File: src/rtl/multicycle_controller.sv
// Multicycle control FSM for the accumulator datapath.
// Sequences fetch/decode/execute one state per cycle, decodes Moore-style
// control outputs from the state register, and generates the post-reset
// register-clear window for the datapath registers.
module multicycle_controller #(
  parameter int INIT_CYCLES = 2,
  parameter bit CLEAR_MEM   = 1'b1
) (
  input  logic       clk,
  input  logic       rst,
  input  logic [2:0] opc,
  output logic       pcSrc,
  output logic       IorD,
  output logic       memRead,
  output logic       memWrite,
  output logic       IRwrite,
  output logic       pcWrite,
  output logic       pcWriteCond,
  output logic       accSrc,
  output logic       ACCwrite,
  output logic       aluSrcA,
  output logic       aluSrcB,
  output logic [2:0] aluOp,
  output logic       rst_pc,
  output logic       rst_ir,
  output logic       rst_acc,
  output logic       rst_mdr,
  output logic       rst_aluReg,
  output logic       rst_dataMem,
  output logic       instr_done,
  output logic [3:0] state_dbg
);

  localparam int CNT_W = (INIT_CYCLES > 1) ? $clog2(INIT_CYCLES) : 1;
  localparam logic [CNT_W-1:0] INIT_LAST = CNT_W'(INIT_CYCLES - 1);

  localparam logic [2:0] OP_ADD = 3'b000;
  localparam logic [2:0] OP_SUB = 3'b001;
  localparam logic [2:0] OP_AND = 3'b010;
  localparam logic [2:0] OP_NOT = 3'b011;
  localparam logic [2:0] OP_LDA = 3'b100;
  localparam logic [2:0] OP_STA = 3'b101;
  localparam logic [2:0] OP_JMP = 3'b110;

  localparam logic [2:0] ALU_ADD   = 3'b000;
  localparam logic [2:0] ALU_NOTA  = 3'b011;
  localparam logic [2:0] ALU_PASSA = 3'b100;

  typedef enum logic [3:0] {
    INIT   = 4'd0,
    FETCH  = 4'd1,
    DECODE = 4'd2,
    MEMRD  = 4'd3,
    EXEC   = 4'd4,
    EXNOT  = 4'd5,
    WBALU  = 4'd6,
    WBMEM  = 4'd7,
    MEMWR  = 4'd8,
    JUMP   = 4'd9,
    BRZ    = 4'd10
  } stateT;

  stateT            state;
  logic [CNT_W-1:0] initCnt;
  logic [2:0]       opcLatched;
  logic             rstAll;

  // State register, init-window counter and the opcode copy used by EXEC.
  // The opcode is latched in MEMRD so that later opc wiggles cannot disturb aluOp.
  always_ff @(posedge clk) begin
    if (!rst) begin
      state      <= INIT;
      initCnt    <= '0;
      opcLatched <= OP_ADD;
    end else begin
      case (state)
        INIT: begin
          if (initCnt == INIT_LAST) begin
            state   <= FETCH;
            initCnt <= '0;
          end else begin
            initCnt <= initCnt + CNT_W'(1);
          end
        end
        FETCH: state <= DECODE;
        DECODE: begin
          case (opc)
            OP_ADD, OP_SUB, OP_AND, OP_LDA: state <= MEMRD;
            OP_NOT:                         state <= EXNOT;
            OP_STA:                         state <= MEMWR;
            OP_JMP:                         state <= JUMP;
            default:                        state <= BRZ;
          endcase
        end
        MEMRD: begin
          opcLatched <= opc;
          state      <= (opc == OP_LDA) ? WBMEM : EXEC;
        end
        EXEC, EXNOT:                   state <= WBALU;
        WBALU, WBMEM, MEMWR, JUMP, BRZ: state <= FETCH;
        default: begin
          state   <= INIT;
          initCnt <= '0;
        end
      endcase
    end
  end

  // Moore decode of the state register; a low rst overrides it in the same cycle so no write escapes.
  always_comb begin
    pcSrc       = 1'b0;
    IorD        = 1'b0;
    memRead     = 1'b0;
    memWrite    = 1'b0;
    IRwrite     = 1'b0;
    pcWrite     = 1'b0;
    pcWriteCond = 1'b0;
    accSrc      = 1'b0;
    ACCwrite    = 1'b0;
    aluSrcA     = 1'b0;
    aluSrcB     = 1'b0;
    aluOp       = ALU_ADD;
    instr_done  = 1'b0;
    rstAll      = 1'b0;
    case (state)
      INIT: rstAll = 1'b1;
      FETCH: begin
        memRead = 1'b1;
        IRwrite = 1'b1;
        aluSrcB = 1'b1;
        pcSrc   = 1'b1;
        pcWrite = 1'b1;
      end
      MEMRD: begin
        memRead = 1'b1;
        IorD    = 1'b1;
      end
      EXEC: begin
        aluSrcA = 1'b1;
        aluOp   = opcLatched;
      end
      EXNOT: begin
        aluSrcA = 1'b1;
        aluOp   = ALU_NOTA;
      end
      WBALU: begin
        ACCwrite   = 1'b1;
        instr_done = 1'b1;
      end
      WBMEM: begin
        accSrc     = 1'b1;
        ACCwrite   = 1'b1;
        instr_done = 1'b1;
      end
      MEMWR: begin
        IorD       = 1'b1;
        memWrite   = 1'b1;
        instr_done = 1'b1;
      end
      JUMP: begin
        pcWrite    = 1'b1;
        instr_done = 1'b1;
      end
      BRZ: begin
        aluSrcA     = 1'b1;
        aluOp       = ALU_PASSA;
        pcWriteCond = 1'b1;
        instr_done  = 1'b1;
      end
      default: ;
    endcase
    if (!rst) begin
      pcSrc       = 1'b0;
      IorD        = 1'b0;
      memRead     = 1'b0;
      memWrite    = 1'b0;
      IRwrite     = 1'b0;
      pcWrite     = 1'b0;
      pcWriteCond = 1'b0;
      accSrc      = 1'b0;
      ACCwrite    = 1'b0;
      aluSrcA     = 1'b0;
      aluSrcB     = 1'b0;
      aluOp       = ALU_ADD;
      instr_done  = 1'b0;
      rstAll      = 1'b1;
    end
    rst_pc      = rstAll;
    rst_ir      = rstAll;
    rst_acc     = rstAll;
    rst_mdr     = rstAll;
    rst_aluReg  = rstAll;
    rst_dataMem = CLEAR_MEM & rstAll;
  end

  assign state_dbg = state;

endmodule

File: config.mk
export PLATFORM = sky130hd
export DESIGN_NAME = multicycle_controller
export DESIGN_NICKNAME = d
export VERILOG_FILES = /design/src/rtl/multicycle_controller.sv
export SDC_FILE = /design/constraint.sdc
export NUM_CORES = 1
export LEC_CHECK = 0
export ABC_AREA = 1
export CORE_MARGIN = 1
export CORE_UTILIZATION = 29
export DETAILED_ROUTE_END_ITERATION = 6
export PLACE_DENSITY = 0.57
export SYNTH_ARGS = -nofsm -noshare
export SYNTH_HDL_FRONTEND = slang
export SYNTH_SLANG_ARGS = --single-unit
File: constraint.sdc
create_clock -name clk -period 1.2 [get_ports clk]
set_clock_uncertainty 0.05 [all_clocks]
set_input_delay 0.12 -clock clk [delete_from_list [all_inputs] [get_ports clk]]
set_output_delay 0.12 -clock clk [all_outputs]
set_load 0.005 [all_outputs]
---- Yosys cells after proc, flatten, opt, wreduce, memory -nomap -nowiden ----
Cells that the tools add are included.
word-level totals
  register bits after elaboration ......... 8
  bits of input ports ..................... 5
  output and inout port bits .............. 25
  word-level logic and storage cells ...... 62
cells by class
  add/subtract/negate cells ............... 1
  eq/ne operators ......................... 17
  mux-type cells .......................... 30
  reduce and logical (&&, ||, !) cells .... 11
operators with widths
  cell                                                             count
  4-bit one-hot mux with 6 select lines                            1
  1-bit 2-to-1 mux                                                 23
  4-bit by 3-bit == test with 1-bit output, second input constant  4
  4-bit one-hot mux with 4 select lines                            1
  4-bit == test, second input constant                             3
  10-bit OR reduction                                              1
  2-bit OR reduction                                               5
  3-bit == test, second input constant                             3
  3-bit one-hot mux with 3 select lines                            1
  4-bit by 2-bit == test with 1-bit output, second input constant  2
  3-bit by 2-bit == test with 1-bit output, second input constant  2
  5-bit OR reduction                                               1
  4-bit by 1-bit == test with 1-bit output, second input constant  1
  4-bit zero test                                                  1
  4-bit 2-to-1 mux                                                 1
  4-bit OR reduction                                               1
  3-bit by 1-bit == test with 1-bit output, second input constant  1
  3-bit zero test                                                  1
  3-bit 2-to-1 mux                                                 1
  3-bit OR reduction                                               1
  2-bit 2-to-1 mux                                                 1
  2-bit inequality test, second input constant                     1
  1-bit one-hot mux with 2 select lines                            1
  1-bit adder, second input constant                               1

---- Longest topological paths before layout ----
Gate-level depths: netlist of the first run.
  word-level depth ........................ 4
  depth in mapped cells ................... 7
  depth with buffers taken out ............ 7

---- Worst setup path after synthesis of the first run ----
OpenSTA, ideal clock, no wires.
  path kind ............................... flip-flop to output port
  start point ............................. register state[0], in the netlist state_dbg[0]
  end point ............................... output aluSrcB
  arrival ................................. 1.031 ns
  data required time ...................... 1.030 ns
  slack ................................... -0.001 ns
  stages on the path, launching flop included .. 4
  path buffers ............................ 1
  cell sequence ........................... dfxtp_1 nand2_1 nor3_1 buf_4
between the ends
  longest elaborated chain between the ends .. 3
RTL lines
  what                                      line  text
  start: declaration                        63    stateT state;
  start signal: assignment                  97    state <= (opc == OP_LDA) ? WBMEM : EXEC;
  4-bit by 1-bit == test with 1-bit output  -
  1-bit 2-to-1 mux (2 in a row)             -
  end: declaration                          22    output logic aluSrcB,
Every way passes these cells.

---- Worst setup path in the final report of the first run ----
  start point ............................. register state[1], in the netlist state_dbg[1]
  end point ............................... output IorD
between the ends
  longest elaborated chain between the ends .. 4
  elaborated cells on any way between the ends .. 5
  those cells by class .................... eq/ne: 2; mux: 2; reduce/logical: 1
RTL lines
  what                                                                              line  text
  4-bit == test / 4-bit by 2-bit == test with 1-bit output (equally long branches)  125   case (state)
  2-bit OR reduction (no line) (*)                                                  -
  1-bit 2-to-1 mux (*)                                                              125
  1-bit 2-to-1 mux (*)                                                              172   if (!rst) begin
  end: declaration                                                                  13    output logic IorD,
Every way passes the cells marked *; elsewhere a longest branch is shown, timed or not.

==> results of run 1 <==
==> power by group through the flow <==
| stage | combinational [mW] | sequential (mW) | clock, mW |
|---|---|---|---|
| finish | 1.65 | 0.444 | 0.217 |
| global route | 1.76 | 0.451 | 0.235 |
| CTS | 1.56 | 0.434 | 0.220 |
| detailed placement | 1.01 | 0.393 | 0 |
| global placement | 1.00 | 0.395 | 0 |
| floorplan | 0.482 | 0.390 | 0 |
==> logic make-up after synthesis <==
| kind of cell | synth area share |
|---|---|
| AND/OR/NAND/NOR | 0.4471 |
| buffers and inverters | 0.1716 |
| AO/OA/AOI/OAI | 0.1102 |
| flip-flops | 0.2712 |
==> cell usage after synthesis <==
cell,number
dfxtp_1,8
clkbuf_1,1
nor3_1,4
o22ai_1,1
nand3_1,8
nand2_4,1
a21oi_1,7
nor4_1,1
o21ai_2,1
buf_4,7
nor2_8,1
nand2_2,1
nand3_2,1
inv_1,11
inv_2,1
nor2_1,19
o21ai_0,3
nand2_1,19
nand3b_1,1
==> worst min-delay path: stages <==
cell and delay [ps]:
dlygate4sd2_1 260, buf_4 170, nand2_1 60, inv_1 30
==> registers in the layout (all words and copies together), names as in the netlist <==
| register | count |
|---|---|
| opcLatched | 3 |
| initCnt | 1 |
| state_dbg | 4 |
==> per-layer routing <==
metal	up-vias	track usage
met5	-	0
met4	0	0.1429
met3	16	0.05000
met2	39	0.5083
met1	421	0.2616
li1	436	-
==> worst max path at each step <==
| stage | slack, ps | endpoint | cells after the start |
|---|---|---|---|
| detailed placement | -570 | IRwrite | 4 |
| floorplan | 70 | rst_aluReg | 4 |
| global route | -290 | IorD | 6 |
| global placement | -510 | aluSrcB | 4 |
| CTS | -220 | IorD | 6 |
| finish | -250 | IorD | 6 |
==> stage by stage <==
stage,hold slack (ps),cell area (um^2),worst slack [ps],std cells,power [mW]
floorplan,167.6,595.6,71.16,96,0.8716
global placement,395.8,1041,-511.5,166,1.395
detailed placement,401.6,1041,-573.7,166,1.398
CTS,370.7,1378,-220.7,185,2.211
global route,386.5,1418,-289.1,186,2.445
finish,379.0,1418,-253.5,186,2.313
==> timing repair <==
item                       in CTS  in global routing
hold buffers                    0                  0
gates resized for setup       174                 10
buffers inserted               18                  5
setup endpoints to repair      30                 32
pin swaps                      30                 20
==> cell type report <==
class	count	area, um^2
Tap cell	25	31.28
Fill cell	135	402.9
Inverter	12	61.31
Timing Repair Buffer	70	584.3
Clock buffer	3	22.52
Sequential cell	8	175.2
Multi-Input combinational cell	68	543.0
==> flow_metrics.tcl, run 1 <==
set metrics [dict create \
    status "finished with violations" \
    failed_checks "negative setup slack" \
    grt_pass1_wl_um 3946 \
    crit_chain "buf_6 -> nand2_8 -> nor2_8 -> inv_2 -> a21oi_2 -> buf_2" \
    whs_path_depth 4 \
    cp.required_ps 1030 \
    fin_setup_tns_ps -3383 \
    clockPowerShare 0.094 \
    met2_length_um 1451 \
    h-tree-depth 1 \
    grt_pass1_vias 908 \
    drcViolationCount 0 \
    critPathArrivalTime_ps 1280 \
    met1_length_um 925 \
    gp_congestion 0.8524 \
    pwr-share-comb 0.714 \
    drive_above_1_share 0.7081 \
    viasPerCell 4.903 \
    yosys.area.top_type "dfxtp_1" \
    antenna_cells 0 \
    postRouteAntennaNets 0 \
    fp.dieArea_um2 2221 \
    die_w_um 47.13 \
    hp-class "primary input to flip-flop" \
    worst_setup_path_end_kind "output port" \
    drtIter0Drc 10 \
    p_leak_nw 0.6709 \
    wl_met3_um 150 \
    fin_crit_sh 1.211 \
    syn_inst 96 \
    p_int_mw 1.345 \
    final_cell_mix "buf_4 (24), buf_6 (22), buf_2 (16), nor2_1 (10)" \
    synth_top_area_share 0.2712 \
    drt_pass1_iterations 4 \
    dp_hpwl_um 1470 \
    cpPeakStageDelay_ps 400 \
    clk_path_buf_depth 2 \
    area_delta_synth_final_pct 140.0 \
    synth_nets 101 \
    synth_area_per_cell_um2 6.152 \
    vias 912 \
    crit_path_max_fanout 6 \
    wl_um 2610 \
    io_buffers 29 \
    slowest_stage "dfxtp_4" \
    cts_tree "done" \
    clkLatencyLatePin_ps 260 \
    ctsRootBufferMaster "clkbuf_4" \
    grtUsageTotal 0.2636 \
    synth_area_leaders "dfxtp_1 (27%), nand2_1 (12%), nor2_1 (12%)" \
    timing.rr.end "state_dbg[2]" \
    start_kind "flip-flop" \
    fmax_mhz 688.0 \
    clock_sink_count 8 \
    wl_per_cell_um 14.03 \
    finalHoldViolCount 0 \
    worstHoldEndpoint "state_dbg[1]" \
    cp-startpoint "state_dbg[1]" \
    setup_ws_ps -253.5 \
    synth_seq_cells 8 \
    critPathKind "flip-flop to output port" \
    ys_types 19 \
    coreArea_um2 1821 \
    vdd_drop_max_mv 1.534 \
    cts_buffers 3 \
    slew_viol_final 0 \
    netlist_area_um2 590.6 \
    seqPwrFrac 0.192 \
    worstMarginPinSlew_ps 228.2 \
    layout_commonest_cell "buf_4" \
    hold_start "rst" \
    initial_core_util 0.3244 \
    rr_worst_depth 8 \
    p_sw_uw 968.5 \
    p_per_area_nw_per_um2 1632 \
    reg2reg_slack_ps -90 \
    slew_headroom 0.8467 \
    final_util 0.7787 \
    worstReg2RegStart "state_dbg[1]" \
    num_io_pins 30 \
    top_layer_used "met4" \
    swShare 0.4187 \
    yosysWarnings 0 \
    finalSetupViolations 26 \
    gr-total-overflow 0 \
    die_h_um 47.13 \
    rows 15 \
    grt_antenna_before_repair 0 \
    clkTransAtPathRegs_ps 60 \
    yosysSeqAreaShare 0.2712 \
    rsz0062_at_grt "yes" \
    crit_buf_inv 3 \
    cap_violations 0 \
    cp_top_family "flip-flops" \
    period_needed_ps 1454 \
    grt_max_degree 12 \
    nets 168 \
]
Note: power is estimated with default switching activity, not from simulation.
==> run 2: changes to the inputs <==
Settings changed: ABC_AREA 1 to default, CORE_UTILIZATION 29 to 39, GPL_ROUTABILITY_DRIVEN from default to 0, PLACE_DENSITY 0.57 to 0.73.
==> flow_metrics.tcl, run 2 <==
set metrics [dict create \
    yosysMostFrequentCell "nor2_1" \
    dp_hpwl_um 1437 \
    synth_area_per_cell_um2 7.405 \
    yosys.area_share.simple 0.3929 \
    synth_xor_area_frac 0 \
    rows 14 \
    endpoint_type "output port" \
    ys_async_sr_fraction 0 \
    synth_compound_area_frac 0.1709 \
    ctsRootBufferMaster "clkbuf_4" \
    timing.grt.repair.worst_endpoint "rst_aluReg" \
    synth_top_area_share 0.2515 \
    syn_inst 86 \
    yosys.area.top_type "dfxtp_1" \
    initial_core_util 0.4179 \
    ys_types 28 \
    synth_edf_count 0 \
    synth_top_family_by_area "simple AND/OR/NAND/NOR gates" \
    die_h_um 42.41 \
    io_buffers 29 \
    synth_seq_cells 8 \
    yosysWarnings 0 \
    num_io_pins 30 \
    yosysSeqAreaShare 0.2515 \
    clk_path_buf_depth 2 \
    h-tree-depth 1 \
    synth_adder_area_share 0 \
    stop_stage "global routing" \
    firstError "[ERROR DPL-0038] Utilization greater than 100%, impossible to legalize" \
    synthMuxAreaShare 0.04715 \
    place_inst 148 \
    synth_area_leaders "dfxtp_1 (25%), buf_4 (9.4%), nand2b_1 (6.9%)" \
    clock_sink_count 8 \
    netlist_area_um2 636.9 \
    synth_common_cells "nor2_1 (9), buf_4 (8), dfxtp_1 (8)" \
    cts_buffers 3 \
    die_w_um 42.41 \
    grt_max_degree 8 \
    synth_nets 91 \
    synthFlopType "dfxtp_1" \
    status "aborted with a tool error" \
]
==> run 2: cell count changes after synthesis, sizes merged, moves of 7 or more <==
cell    previous run  this run
inv               12         0
nand2             21         3
nand2b             0         7
nand3              9         2
nor2              20        10
nor2b              0         7
==> run 2: kinds of logic after synthesis <==
kind of cell           after synthesis
AO/OA/AOI/OAI                       18
buffers and inverters               13
multiplexers                         3
flip-flops                           8
AND/OR/NAND/NOR                     44
==> run 2: timing repair <==
item	4_1_cts
pin swaps	21
hold buffers	0
buffers inserted	20
endpoints found under the setup margin	33
resized for setup	150
==> run 2: metrics by stage <==
stage | instance area [um^2] | setup slack (ps) | TNS, ps | hold WS [ps] | utilization
2_1_floorplan | 669.4 | -19.83 | -195.3 | 206.8 | -
3_5_place_dp | 1112 | -665.7 | -13120 | 443.8 | 0.7299
3_3_place_gp | 1112 | -593.1 | -12350 | 418.3 | 0.7299
4_1_cts | 1428 | -368.3 | -6157 | 417.1 | 0.9368
==> run 3: changes to the inputs <==
Settings changed: CORE_AREA from default to 2 2 63 65, CORE_MARGIN 1 to default, CORE_UTILIZATION 39 to default, DIE_AREA from default to 0 0 65 67, PLACE_DENSITY 0.73 to default, PLACE_DENSITY_LB_ADDON from default to 0.15.
==> flow_metrics.tcl, run 3 <==
set metrics [dict create \
    setup_ws_ps -377.5 \
    nets 171 \
    cp_top_family "simple AND/OR/NAND/NOR gates" \
    coreArea_um2 3606 \
    fill_cells 356 \
    synth_area_leaders "dfxtp_1 (25%), buf_4 (9.4%), nand2b_1 (6.9%)" \
    yosysWarnings 0 \
    fin_crit_sh 1.315 \
    p_leak_nw 0.7532 \
    wl_um 2717 \
    p_sw_uw 913.3 \
    drt_pass1_iterations 4 \
    crit_path_max_fanout 5 \
    grt_max_degree 9 \
    slew_headroom 0.7572 \
    clockPowerShare 0.132 \
    h-tree-depth 1 \
    cpPeakStageDelay_ps 350 \
    grt_antenna_before_repair 0 \
    synth_compound_area_frac 0.1709 \
    cp_common_cell "buf_6" \
    synth_nets 91 \
    slew_viol_final 0 \
    num_io_pins 30 \
    worstReg2RegStart "state_dbg[1]" \
    dp_hpwl_um 1752 \
    yosys.area.top_type "dfxtp_1" \
    die_w_um 65 \
    largest_reg_flops 4 \
    swShare 0.3530 \
    finalSetupViolations 30 \
    ys_async_sr_fraction 0 \
    drcViolationCount 0 \
    clkLatencyLatePin_ps 240 \
    clkTransAtPathRegs_ps 50 \
    synth_xor_area_frac 0 \
    critPathKind "flip-flop to output port" \
    failed_checks "negative setup slack" \
    yosysMostFrequentCell "nor2_1" \
    gr-total-overflow 0 \
    place_area_um2 1167 \
    synthFlopType "dfxtp_1" \
    critPathArrivalTime_ps 1410 \
    fin_setup_tns_ps -6962 \
    wl_per_cell_um 12.82 \
    vdd_drop_max_mv 0.6905 \
    pwr-share-comb 0.710 \
    yosysSeqAreaShare 0.2515 \
    cap_violations 0 \
    post-route-cell-area_um2 1685 \
    hp-class "flip-flop to flip-flop" \
    netlist_area_um2 636.9 \
    timing.rr.end "state_dbg[1]" \
    synth_seq_cells 8 \
    drtIter0Drc 11 \
    period_needed_ps 1578 \
    worstHoldEndpoint "initCnt" \
    rsz0062_at_grt "yes" \
    io_buffers 29 \
    synth_top_family_by_area "simple AND/OR/NAND/NOR gates" \
    synthMuxAreaShare 0.04715 \
    synth_top_area_share 0.2515 \
    worstMarginPinSlew_ps 364.3 \
    regArea_um2 172.7 \
    synth_common_cells "nor2_1 (9), buf_4 (8), dfxtp_1 (8)" \
    layout_commonest_cell "buf_4" \
    grt_pass1_wl_um 4126 \
    fmax_mhz 633.9 \
    ys_types 28 \
    clock_sink_count 8 \
    fp.dieArea_um2 4355 \
    rows 22 \
    slowest_stage "dfxtp_4" \
    crit_chain "buf_8 -> nor4_4 -> nand2b_4 -> buf_6 -> buf_6 -> buf_6" \
    synth_edf_count 0 \
    drive_above_1_share 0.7439 \
    p_int_mw 1.674 \
    cts_tree "done" \
    cp.required_ps 1030 \
    vias 909 \
    hold_start "initCnt" \
    start_kind "flip-flop" \
    worst_setup_path_end_kind "output port" \
    multi_input_area_um2 654.4 \
    rr_worst_depth 6 \
    status "finished with violations" \
    final_cell_mix "buf_4 (35), buf_6 (25), buf_2 (17), nand2b_4 (7), nor2_1 (5)" \
    clk_path_buf_depth 2 \
    finalHoldViolCount 0 \
    crit_buf_inv 4 \
    reg2reg_slack_ps -300 \
    p_per_area_nw_per_um2 1535 \
    die_h_um 67 \
    postRouteAntennaNets 0 \
    viasPerCell 4.288 \
    grtUsageTotal 0.1300 \
    syn_inst 86 \
    synth_area_per_cell_um2 7.405 \
    antenna_cells 0 \
    grt_pass1_vias 906 \
    whs_path_depth 2 \
    cts_buffers 3 \
    yosys.area_share.simple 0.3929 \
    synth_adder_area_share 0 \
    area_delta_synth_final_pct 164.6 \
    ctsRootBufferMaster "clkbuf_8" \
    initial_core_util 0.1766 \
    seqPwrFrac 0.158 \
]
-- run 3: cell counts after synthesis --
Identical to the previous run, type by type.
-- run 3: logic make-up after synthesis --
group	Yosys count
AOI/OAI and AO/OA	18
buffers and inverters	13
DFF	8
muxes	3
and+or+nand+nor	44
-- run 3: per-layer routing --
| metal | wire length (um) | up-vias | track usage |
|---|---|---|---|
| met4 | 38 | 0 | 0.05585 |
| met3 | 139 | 5 | 0.04392 |
| met5 | 0 | - | 0 |
| li1 | - | 455 | - |
| met1 | 1091 | 425 | 0.1382 |
| met2 | 1447 | 24 | 0.2332 |
-- run 3: power by group through the flow --
| stage | clock, mW | combinational, mW | sequential, mW |
|---|---|---|---|
| after floorplan | 0 | 0.586 | 0.360 |
| final | 0.341 | 1.84 | 0.410 |
| after global placement | 0 | 1.04 | 0.390 |
| after global routing | 0.370 | 1.95 | 0.418 |
| after CTS | 0.352 | 1.48 | 0.423 |
| after detailed placement | 0 | 1.04 | 0.388 |
-- run 3: final cells by class --
| cell class | count | share of cell area |
|---|---|---|
| sequential | 8 | 0.1024 |
| timing repair buffer | 88 | 0.4491 |
| clock buffer | 3 | 0.02450 |
| tap | 48 | 0.03563 |
| multi-input combinational | 65 | 0.3883 |
-- run 3: repair_timing --
| action | 4_1_cts | 5_1_grt |
|---|---|---|
| gates cloned | 0 | 0 |
| buffers inserted | 20 | 10 |
| hold endpoints to repair | 0 | 0 |
| gates resized for setup | 147 | 27 |
| setup endpoints to repair | 33 | 33 |
| pin swaps | 19 | 10 |
| hold buffers | 0 | 0 |
-- run 3: how the worst max path moves through the flow --
stage | startpoint | end | depth (start not counted)
detailed placement | rst | IRwrite | 4
floorplan | state_dbg[3] | aluSrcB | 3
CTS | state_dbg[2] | rst_mdr | 7
finish | state_dbg[1] | rst_mdr | 6
global placement | rst | aluOp[2] | 4
global route | state_dbg[1] | rst_mdr | 6
-- run 3: worst min-delay path, delay by kind of cell, from the launching register on --
| family | cells | cell delay (ps) |
|---|---|---|
| AO/OA/AOI/OAI | 2 | 140 |
| flip-flops | 1 | 300 |
-- run 3: per-stage QoR --
stage          worst slack, ps  hold slack (ps)    util  std cells  power [mW]
4_1_cts                 -415.0            429.7  0.4188        204       2.258
6_report                -377.5            442.9  0.4674        212       2.588
3_5_place_dp            -654.1            426.9  0.3237        182       1.426
3_3_place_gp            -579.9            412.1  0.3237        182       1.432
5_1_grt                 -466.3            458.9  0.4674        212       2.743
2_1_floorplan           -19.83            206.8       -         86      0.9467
==> run 4: changes to the inputs <==
--- a/config.mk
+++ b/config.mk
@@ -6,7 +6,9 @@
 export NUM_CORES = 1
 export LEC_CHECK = 0
+export CAP_MARGIN = 20
 export CORE_AREA = 2 2 63 65
 export DETAILED_ROUTE_END_ITERATION = 6
 export DIE_AREA = 0 0 65 67
+export DONT_BUFFER_PORTS = 1
 export GPL_ROUTABILITY_DRIVEN = 0
 export PLACE_DENSITY_LB_ADDON = 0.15
==> constraint.sdc (replaced) <==
create_clock -name clk -period 1.2 [get_ports clk]
set_clock_uncertainty 0.05 [all_clocks]
set_input_delay 0.12 -clock clk [delete_from_list [all_inputs] [get_ports clk]]
set_output_delay 0.12 -clock clk [all_outputs]
set_load 0.01 [all_outputs]
==> flow_metrics.tcl, run 4 (same netlist as run 3, synthesis figures left out) <==
set metrics [dict create \
    p_leak_nw 0.4459 \
    rsz0062_at_grt "yes" \
    nets 122 \
    postRouteAntennaNets 0 \
    antenna_cells 0 \
    worst_setup_path_end_kind "output port" \
    slew_headroom 0.8086 \
    gr-total-overflow 0 \
    initial_core_util 0.1766 \
    grt_pass1_wl_um 3298 \
    cts_buffers 3 \
    pre_cts_ws_ps -129.1 \
    clkTransAtPathRegs_ps 40 \
    viasPerCell 4.313 \
    vias 703 \
    coreArea_um2 3606 \
    start_kind "flip-flop" \
    drt_pass1_iterations 3 \
    grt.busiest_layer "met2" \
    finalHoldViolCount 0 \
    wl_per_cell_um 13.13 \
    cp.required_ps 1030 \
    area_delta_synth_final_pct 87.62 \
    power_mw 1.899 \
    whs_ps 16.68 \
    cts_tree "done" \
    grt_antenna_before_repair 0 \
    h-tree-depth 1 \
    fin_setup_tns_ps -3934 \
    gr-usage-met2 0.1675 \
    fill_cells 369 \
    vdd_drop_max_mv 0.9614 \
    crit_path_max_fanout 7 \
    die_w_um 65 \
    status "finished with violations" \
    period_needed_ps 1416 \
    grt_pass1_vias 683 \
    drtIter0Drc 2 \
    fmax_mhz 706.0 \
    p_per_area_nw_per_um2 1589 \
    worstMarginPinSlew_ps 286.2 \
    num_io_pins 30 \
    cap_violations 0 \
    ctsRootBufferMaster "clkbuf_8" \
    fin_crit_sh 1.180 \
    fp.dieArea_um2 4355 \
    drive_above_1_share 0.6174 \
    finalSetupViolations 25 \
    clkLatencyLatePin_ps 230 \
    slew_viol_final 0 \
    drcViolationCount 0 \
    die_h_um 67 \
    clock_sink_count 8 \
    dp_hpwl_um 1456 \
    final_cell_mix "buf_4 (25), buf_6 (12), nor2_1 (6)" \
    layout_commonest_cell "buf_4" \
    wl_um 2141 \
    setup_ws_ps -216.4 \
    clk_path_buf_depth 2 \
    rows 22 \
    final_cells 163 \
    grtUsageTotal 0.09986 \
    critPathArrivalTime_ps 1250 \
    critPathKind "flip-flop to output port" \
    place_inst 150 \
    grt_use_met3 0.04392 \
    grt_max_degree 15 \
    io_buffers 0 \
    hp-class "primary input to flip-flop" \
    use_met1 0.1194 \
    failed_checks "negative setup slack" \
    largest_reg_flops 4 \
]
==> run 4: changes by cell type in the layout (fill, tap and decap cells not counted), sizes merged <==
cell | previous run | this run
dlygate4sd2 | 4 | 0
clkdlybuf4s50 | 3 | 0
dlygate4sd3 | 0 | 1
buf | 80 | 38
dlymetal6s2s | 1 | 0
==> run 4: worst paths after layout <==
kind	start	endpoint	slack, ps	cells past startpoint
worst min register to register	initCnt	initCnt	430	2
worst max-delay path	state_dbg[2]	instr_done	-220	5
worst min-delay path	opc[1]	opcLatched[1]	20	2
worst max register to register	state_dbg[0]	state_dbg[1]	-130	5
==> run 4: layer usage <==
metal / wire length [um] / part of all wire
met3: 127 / 0.059
met4: 12 / 0.0056
met5: 0 / 0
met2: 1024 / 0.48
met1: 976 / 0.46
==> run 4: metrics by stage <==
stage	instance area, um^2	utilization
floorplan	703.2	-
global placement	897.1	0.2488
detailed placement	897.1	0.2488
CTS	1122	0.3112
global route	1195	0.3314
finish	1195	0.3314
==> run 4: layout make-up <==
| cell class | instances | area [um^2] | area share |
|---|---|---|---|
| timing repair buffer | 39 | 352.8 | 0.2953 |
| multi-input combinational | 65 | 565.5 | 0.4733 |
| sequential | 8 | 175.2 | 0.1466 |
| tap | 48 | 60.06 | 0.05026 |
| clock buffer | 3 | 41.29 | 0.03455 |
==> run 4: what timing repair did <==
item                                    CTS  global route
endpoints found under the setup margin   28            28
gates resized for setup                  34             9
pin swaps                                 8            10
setup buffers                             5             4
endpoints found under the hold margin     4             5
==> run 4: power breakdown <==
part / total (mW) / leakage, nW / internal (mW) / switching (mW)
clock network: 0.332 / 0.0216 / 0.218 / 0.114
logic: 1.15 / 0.356 / 0.612 / 0.534
registers: 0.421 / 0.0681 / 0.330 / 0.0905
total: 1.90 / 0.446 / 1.16 / 0.738
==> run 4: worst max-delay path, stage by stage (launching register included) <==
cell and delay (ps):
dfxtp_4 370, buf_6 140, a21oi_1 120, and2_1 160
a21oi_1 50, nor2b_2 170
